[src/rtl/axil_write_queue.sv]
// Generic circular FIFO with wrap-bit pointers and a combinational head read.
// Latency: an entry pushed at edge N is visible at the head after edge N.
// Backpressure: push must be qualified with !full by the caller; no bypass.
module axil_wq_fifo #(
  parameter int WIDTH = 8,
  parameter int DEPTH = 4
) (
  input  logic                     clk,
  input  logic                     rst,
  input  logic                     push,
  input  logic [WIDTH-1:0]         push_dat,
  input  logic                     pop,
  output logic [WIDTH-1:0]         head_dat,
  output logic [$clog2(DEPTH):0]   count,
  output logic                     full,
  output logic                     empty
);
  localparam int AW = $clog2(DEPTH);
  localparam logic [AW:0] PTR_ONE = 1;
  localparam logic [AW:0] PTR_FULL = DEPTH;

  logic [WIDTH-1:0] mem [DEPTH];
  logic [AW:0]      wr_ptr;
  logic [AW:0]      rd_ptr;

  always_ff @(posedge clk) begin
    if (rst) begin
      wr_ptr <= '0;
      rd_ptr <= '0;
    end else begin
      if (push) wr_ptr <= wr_ptr + PTR_ONE;
      if (pop)  rd_ptr <= rd_ptr + PTR_ONE;
    end
  end

  // Storage carries no reset; only the pointers define validity.
  always_ff @(posedge clk) begin
    if (push) mem[wr_ptr[AW-1:0]] <= push_dat;
  end

  assign head_dat = mem[rd_ptr[AW-1:0]];
  assign count    = wr_ptr - rd_ptr;
  assign full     = (count == PTR_FULL);
  assign empty    = (count == '0);
endmodule

// Queues AXI-lite write requests and issues them one at a time to the write handler.
// Latency: request accepted at edge P pops at P+1; start_write is high from P+1 to P+2.
// Backpressure: req_ready = !full; issue waits for write_ready, WAIT is bounded by TIMEOUT.
module axil_write_queue #(
  parameter int DATA_WIDTH = 32,
  parameter int ADDR_WIDTH = 5,
  parameter int DEPTH      = 4,
  parameter int TIMEOUT    = 64
) (
  input  logic                    clk,
  input  logic                    rst,
  input  logic                    req_valid,
  output logic                    req_ready,
  input  logic [ADDR_WIDTH-1:0]   req_addr,
  input  logic [DATA_WIDTH-1:0]   req_data,
  output logic [ADDR_WIDTH-1:0]   write_addr,
  output logic [DATA_WIDTH-1:0]   write_data,
  output logic                    start_write,
  input  logic                    write_ready,
  output logic [$clog2(DEPTH):0]  count,
  output logic                    busy,
  output logic                    done,
  output logic                    timeout_err
);
  localparam int TW = $clog2(TIMEOUT) + 1;
  localparam logic [TW-1:0] T_LAST = TIMEOUT - 1;
  localparam logic [TW-1:0] T_ONE  = 1;

  typedef struct packed {
    logic [ADDR_WIDTH-1:0] addr;
    logic [DATA_WIDTH-1:0] dat;
  } wr_req_t;

  typedef enum logic [1:0] {IDLE, ISSUE, WAIT} state_t;

  state_t  state_q, state_d;
  wr_req_t push_req, head_req;
  logic    full, empty, push, pop;
  logic    done_d, err_set, tcnt_clr, tcnt_inc;
  logic [TW-1:0] tcnt;

  assign req_ready = !full;
  assign push      = req_valid && req_ready;
  assign push_req  = '{addr: req_addr, dat: req_data};
  assign busy      = (state_q != IDLE);

  axil_wq_fifo #(.WIDTH($bits(wr_req_t)), .DEPTH(DEPTH)) u_fifo (
    .clk      (clk),
    .rst      (rst),
    .push     (push),
    .push_dat (push_req),
    .pop      (pop),
    .head_dat (head_req),
    .count    (count),
    .full     (full),
    .empty    (empty)
  );

  always_comb begin
    state_d  = state_q;
    pop      = 1'b0;
    done_d   = 1'b0;
    err_set  = 1'b0;
    tcnt_clr = 1'b0;
    tcnt_inc = 1'b0;
    case (state_q)
      IDLE: begin
        if (!empty && write_ready) begin
          pop     = 1'b1;
          state_d = ISSUE;
        end
      end
      // Handler samples start_write on this edge; its ready drops one cycle later.
      ISSUE: begin
        tcnt_clr = 1'b1;
        state_d  = WAIT;
      end
      WAIT: begin
        if (write_ready) begin
          done_d  = 1'b1;
          state_d = IDLE;
        end else if (tcnt == T_LAST) begin
          err_set = 1'b1;
          state_d = IDLE;
        end else begin
          tcnt_inc = 1'b1;
        end
      end
      default: state_d = IDLE;
    endcase
  end

  always_ff @(posedge clk) begin
    if (rst) begin
      state_q     <= IDLE;
      start_write <= 1'b0;
      done        <= 1'b0;
      timeout_err <= 1'b0;
      write_addr  <= '0;
      write_data  <= '0;
      tcnt        <= '0;
    end else begin
      state_q     <= state_d;
      start_write <= pop;
      done        <= done_d;
      if (pop) begin
        write_addr <= head_req.addr;
        write_data <= head_req.dat;
      end
      if (err_set)       timeout_err <= 1'b1;
      if (tcnt_clr)      tcnt <= '0;
      else if (tcnt_inc) tcnt <= tcnt + T_ONE;
    end
  end
endmodule
[config.mk]
export PLATFORM = sky130hd
export DESIGN_NAME = axil_write_queue
export DESIGN_NICKNAME = d
export VERILOG_FILES = /design/src/rtl/axil_write_queue.sv
export SDC_FILE = /design/constraint.sdc
export NUM_CORES = 1
export LEC_CHECK = 0
export CAP_MARGIN = 40
export CORE_AREA = 2 2 126 128
export CTS_CLUSTER_SIZE = 25
export DETAILED_ROUTE_END_ITERATION = 10
export DIE_AREA = 0 0 128 130
export PLACE_DENSITY_LB_ADDON = 0.05
export SKIP_CTS_REPAIR_TIMING = 1
export SYNTH_ARGS = -nofsm -noshare
export SYNTH_HDL_FRONTEND = slang
export SYNTH_SLANG_ARGS = --single-unit
[constraint.sdc]
create_clock -name clk -period 3.5 [get_ports clk]
set_clock_uncertainty 0.2 [all_clocks]
set_input_delay 0.7 -clock clk [delete_from_list [all_inputs] [get_ports clk]]
set_output_delay 0.7 -clock clk [all_outputs]
set_load 0.02 [all_outputs]
==> impl_results.md, run 1 <==
* Run status: completed
* Yosys top cell area share at 58.77%
* Finished Layout Cells at 755
* I/O Pins at 86
* Critical path arrival at 2.41 ns
* Peak VDD IR at 0.0004270 V
* Die width at 128 µm
* Synth warn at 0
* Pwr per Cell Area at 832.0 nW/µm²
* Worst Path Required at 2.60 ns
* RSZ-0062 raised after global routing: no
* Placed cell area at 8645 µm²
* Placed cell count at 715
* Port bufs at 85
* Core Region at 15,420 µm²
* Slowest CP cell: clkdlybuf4s50_1
* Delay-heaviest family, CP: buffers and inverters
* Hold WS at 0.2516 ns
* Starting Density at 49.03%
* GP Congestion at 0.7460
* Slack of the critical path at 0.1943 ns
* CTS tree: yes
* Async SR Flop Fraction at 0%
* Num CTS Buffers at 22
* Tot Pwr at 7.784 mW
* Max-cap viol count at 0
* Vias at 3,997
* Vias in the first global route at 4,095
* Clk buf depth at 3
* Layout cells sized above 1 at 16.34%
* CP startpoint kind: register
* Crit path buffers/inverters at 3
* Routed WL at 13.87 mm
* # clock sinks at 203
* Switching share of power at 30.15%
* Hpwl dp at 7.888 mm
* Cell with the most instances after synthesis: edfxtp_1
* Mapped Cells at 451
* Design area at 9355 µm²
* CP peak stage delay at 0.59 ns
* DR iter-0 viols at 181
* H-tree depth at 1
* Antenna cells at 0
* Clk pwr share at around 28%
* Clock transition at path regs at 0.06 ns
* ANT nets after route at 0
* Most frequent CP cell: inv_1
* Ys flop type: edfxtp_1
* Min-Delay Path Class: reg -> reg
* Int Pwr at 5.437 mW
* Largest net degree at the start of global routing at 40
* Syn avg cell area at 16.77 µm²
* Final setup fails at 0
* Pleak at 3.103 nW
* Max frequency at around 300 MHz
* Syn Std Cell Area at 7562 µm²
* Tcrit/Tclk final at 94.45%
* Distinct cells, synth at 37
* Slew headroom at 47.27%
* Drt pass-1 iters at 4
* Worst slew pin tran at 0.7909 ns
* Total GRT Usage at 17.24%
* Sequential area share after synthesis at between 70 and 80%
* Critical path fanouts, max at 4
* DP Worst Slack at 0.4310 ns
* Remaining DRCs at 0
* Slew Viols, Final at 0
* Flops & latches, synth at 203
* Final net count at between 500 and 600
* Final-report hold violation count at 0
* Remaining Overflow, GRT at 0
* Combinational fraction of design power at 30.4%
* First-pass GRT wire length at 21.87 mm
* Setup TNS at 0 ns
* Synth area leaders: edfxtp_1 59%, dfxtp_1 15%, mux4_2 11%
* Critical Path End Type: output port
* Final core area utilization at 60.65%
* Die Y at 130 µm
* Share of power burned in registers at ~41%
* DR WL/cell at 18.37 µm
* Via/cell ratio at 5.294
* Synth area leader: edfxtp_1
* Crit path time final at 3.306 ns
* Crit Path Class: reg -> out
* Synth-to-Final Area Change at 23.71%
* Crit path cell chain: inv_1 > ha_1 > fa_1 > inv_1 > clkdlybuf4s50_1
* Root Driver: clkbuf_16
* Row Count at 46
* Clk_lat worst skew at 0.50 ns
* Commonest cells in the synthesized netlist: 148 x edfxtp_1, 79 x nand2_1, 55 x dfxtp_1, 40 x a21oi_1, 37 x mux4_2
* Die ar. at roughly 17,000 µm²
* Initial antenna violation count at 0
* Syn_nets at 500
* Post-synth EDFFs at 148
* Psw at 2.347 mW
registers in the layout (all words and copies together) (netlist names):
signal	cells
u_fifo.wr_ptr	3
done	1
timeout_err	1
write_addr	5
u_fifo.mem	148
write_data	32
u_fifo.rd_ptr	3
start_write	1
tcnt	7
state_q	2
cells by family after synthesis:
| kind of cell | share of synthesized area [%] |
|---|---|
| muxes | 11.42 |
| DFF | 73.33 |
| adders and majority gates | 1.423 |
| buffers and inverters | 2.300 |
| xor gates and xnor gates | 0.7942 |
| and+or+nand+nor | 6.237 |
| AOI/OAI and AO/OA | 4.501 |
metal layers:
metal	wire length, µm	GRT usage (%)
met1	6233	23.43
met2	6997	29.44
met3	438	3.075
met4	203	4.072
met5	0	0
cell type report:
| class | count | area [µm²] |
|---|---|---|
| tap | 192 | 240.2 |
| inverter | 10 | 37.54 |
| fill | 1182 | 6070 |
| multi-input combinational | 217 | 1848 |
| clock inverter | 13 | 126.4 |
| sequential | 203 | 5550 |
| clock buffer | 27 | 579.3 |
| timing repair buffer | 93 | 973.4 |
tightest hold or removal path, stage by stage, from the launching register on:
cell and delay (ns):
dfxtp_1 0.30, nand2_1 0.05, a21oi_1 0.05
cell usage in the layout (no fill, tap or decap), drive strengths merged:
master         netlist  routed
or3                  2       2
nand3b               1       1
xnor2                2       2
and3b                1       1
o311ai               1       1
nand2b               2       2
nand3                2       2
bufinv               0       2
nand2               79      79
edfxtp             148     148
clkdlybuf4s50        0      82
buf                 14       9
nor3                 1       1
and2                 4       4
o211a                1       1
mux4                37      37
ha                   7       7
o21ai                4       4
nor2                12      12
fa                   1       1
and4b                2       2
mux2i                3       3
xor3                 1       1
a31oi                1       1
clkinv               0      11
nor4b                1       1
o211ai               2       2
xor2                 2       2
nor3b                1       1
dlymetal6s2s         0       2
a311oi               1       1
dfxtp               55      55
nor2b                2       2
clkbuf               7      27
a21oi               43      43
inv                 10      10
a211o                1       1
power by group through the flow:
stage / Clock, mW / Sequential [mW] / Combinational [mW]
finish: 2.21 / 3.20 / 2.37
global placement: 0 / 3.24 / 2.41
CTS: 2.27 / 3.21 / 2.43
detailed placement: 0 / 3.26 / 2.43
floorplan: 0 / 3.44 / 1.40
global route: 2.37 / 3.24 / 2.60
worst paths after layout:
check                   start          endpoint  slack (ns)  cells past startpoint
max reg2reg  u_fifo.wr_ptr[0]  u_fifo.mem[1][7]        0.66                      7
min reg2reg    write_data[12]    write_data[12]        0.25                      2
min            write_data[12]    write_data[12]        0.25                      2
max          u_fifo.wr_ptr[0]          count[1]        0.19                      5
Note: power is estimated with default switching activity, not from simulation.
==> inputs of run 2 (changes only) <==
==> constraint.sdc (replaced) <==
create_clock -name clk -period 3.5 [get_ports clk]
set_clock_uncertainty 0.2 [all_clocks]
set_input_delay 0.525 -clock clk [delete_from_list [all_inputs] [get_ports clk]]
set_output_delay 0.525 -clock clk [all_outputs]
set_load 0.02 [all_outputs]
==> impl_results.md, run 2 (synthesized netlist as in run 1, its figures left out) <==
* Run status: completed
* Setup TNS at 0 ns
* Clk buf depth at 3
* Largest register FFs at 148
* Via/cell ratio at 5.298
* Crit path cell chain: inv_1 > ha_1 > fa_1 > xor3_2 > nand3_1 > clkdlybuf4s50_1
* H-tree depth at 1
* Initial antenna violation count at 0
* Clk_lat worst skew at 0.48 ns
* Most common cell after layout, fill and taps aside: edfxtp_1
* Root Driver: clkbuf_16
* Vias at 4,000
* Delay-heaviest family, CP: buffers and inverters
* RSZ-0062 raised after global routing: no
* Slew Viols, Final at 0
* Peak VDD IR at 0.0004934 V
* Port bufs at between 80 and 90
* Worst slew pin tran at 0.7937 ns
* I/O Pins at 86
* Die ar. at 16,640 µm²
* Num CTS Buffers at 22
* Final net count at between 500 and 600
* Final core area utilization at roughly 60%
* Pleak at 3.055 nW
* Crit Path Class: reg -> out
* First-pass GRT wire length at approximately 22 mm
* Slew headroom at between 40% and 50%
* Core Region at between 15,000 and 20,000 µm²
* Synth-to-Final Area Change at 22.95%
* Critical path arrival at 2.66 ns
* Drt pass-1 iters at 6
* Final-report hold violation count at 0
* Worst Path Required at 2.77 ns
* CP peak stage delay at 0.62 ns
* Total GRT Usage at approximately 17%
* Antenna cells at 0
* CTS tree: yes
* Min-Delay Path Class: reg -> reg
* Routed WL at 13.83 mm
* Max-cap viol count at 0
* Starting Density at 49.03%
* DR iter-0 viols at 251
* ANT nets after route at 0
* Clock transition at path regs at roughly 0.060 ns
* Final setup fails at 0
* Finished Layout Cells at 755
* Commonest cells after routing, fill and taps aside: 148 x edfxtp_1, 84 x clkdlybuf4s50_1, 79 x nand2_1
* # clock sinks at 203
* Largest net degree at the start of global routing at 40
* Crit path time final at approximately 3.4 ns
* Die width at between 100 and 150 µm
* Layout cells sized above 1 at 15.28%
* Remaining DRCs at 0
* CP startpoint kind: register
* DR WL/cell at 18.31 µm
* Tcrit/Tclk final at 96.82%
* Vias in the first global route at between 4,000 and 5,000
* Die Y at 130 µm
* Design area at 9298 µm²
* Critical path fanouts, max at 5
* Placed cell area at approximately 8600 µm²
* Slowest CP cell: clkdlybuf4s50_1
* Hpwl dp at 7.919 mm
* Critical Path End Type: output port
* Crit path buffers/inverters at 2
* Placed cell count at between 700 and 800
* Remaining Overflow, GRT at 0
* Pwr per Cell Area at 820.6 nW/µm²
* GP Congestion at 0.7144
* Max frequency at just under 300 MHz
* Row Count at 46
## run 2: cell type report
cell class | instances | area, µm²
fill | 1198 | 6127
sequential | 203 | 5550
inverter | 10 | 37.54
multi-input combinational | 217 | 1848
clock buffer | 33 | 623.1
timing repair buffer | 93 | 968.4
tap | 192 | 240.2
clock inverter | 7 | 30.03
## run 2: worst min-delay path: stages, from the launching register on
cell	delay, ns
dfxtp_1	0.30
nand2_1	0.05
a21oi_1	0.05
## run 2: routing by layer
layer	share of wire (%)	GRT usage [%]	vias up	routed length (µm)
met1	43	22.09	2012	5999
met5	0	0	-	0
met4	1.9	5.107	0	258
met2	51	30.45	79	7059
met3	3.7	3.280	21	508
li1	-	-	1888	-
## run 2: worst paths after layout
check,cells past startpoint,endpoint,slack [ns],start
worst min-delay path,2,write_data[9],0.25,write_data[9]
worst max-delay path,6,req_ready,0.11,u_fifo.wr_ptr[0]
worst min register to register,2,write_data[9],0.25,write_data[9]
worst max register to register,8,write_data[13],0.71,u_fifo.wr_ptr[0]
## run 2: report_power, final
group | switching (mW) | internal (mW) | leakage, nW | total, mW
Clock | 0.835 | 1.22 | 0.319 | 2.06
Sequential | 0.143 | 3.06 | 1.81 | 3.20
Combinational | 1.32 | 1.05 | 0.929 | 2.37
Total | 2.29 | 5.34 | 3.05 | 7.63
## run 2: metrics by stage
| stage | total power [mW] | hold WS [ns] | setup WS (ns) |
|---|---|---|---|
| 2_1_floorplan | 4.845 | 0.2126 | 0.3104 |
| 3_3_place_gp | 5.649 | 0.2247 | 0.6632 |
| 3_5_place_dp | 5.681 | 0.2463 | 0.5954 |
| 4_1_cts | 7.766 | 0.2541 | 0.06805 |
| 5_1_grt | 8.046 | 0.2738 | 0.008098 |
| 6_report | 7.629 | 0.2515 | 0.1112 |
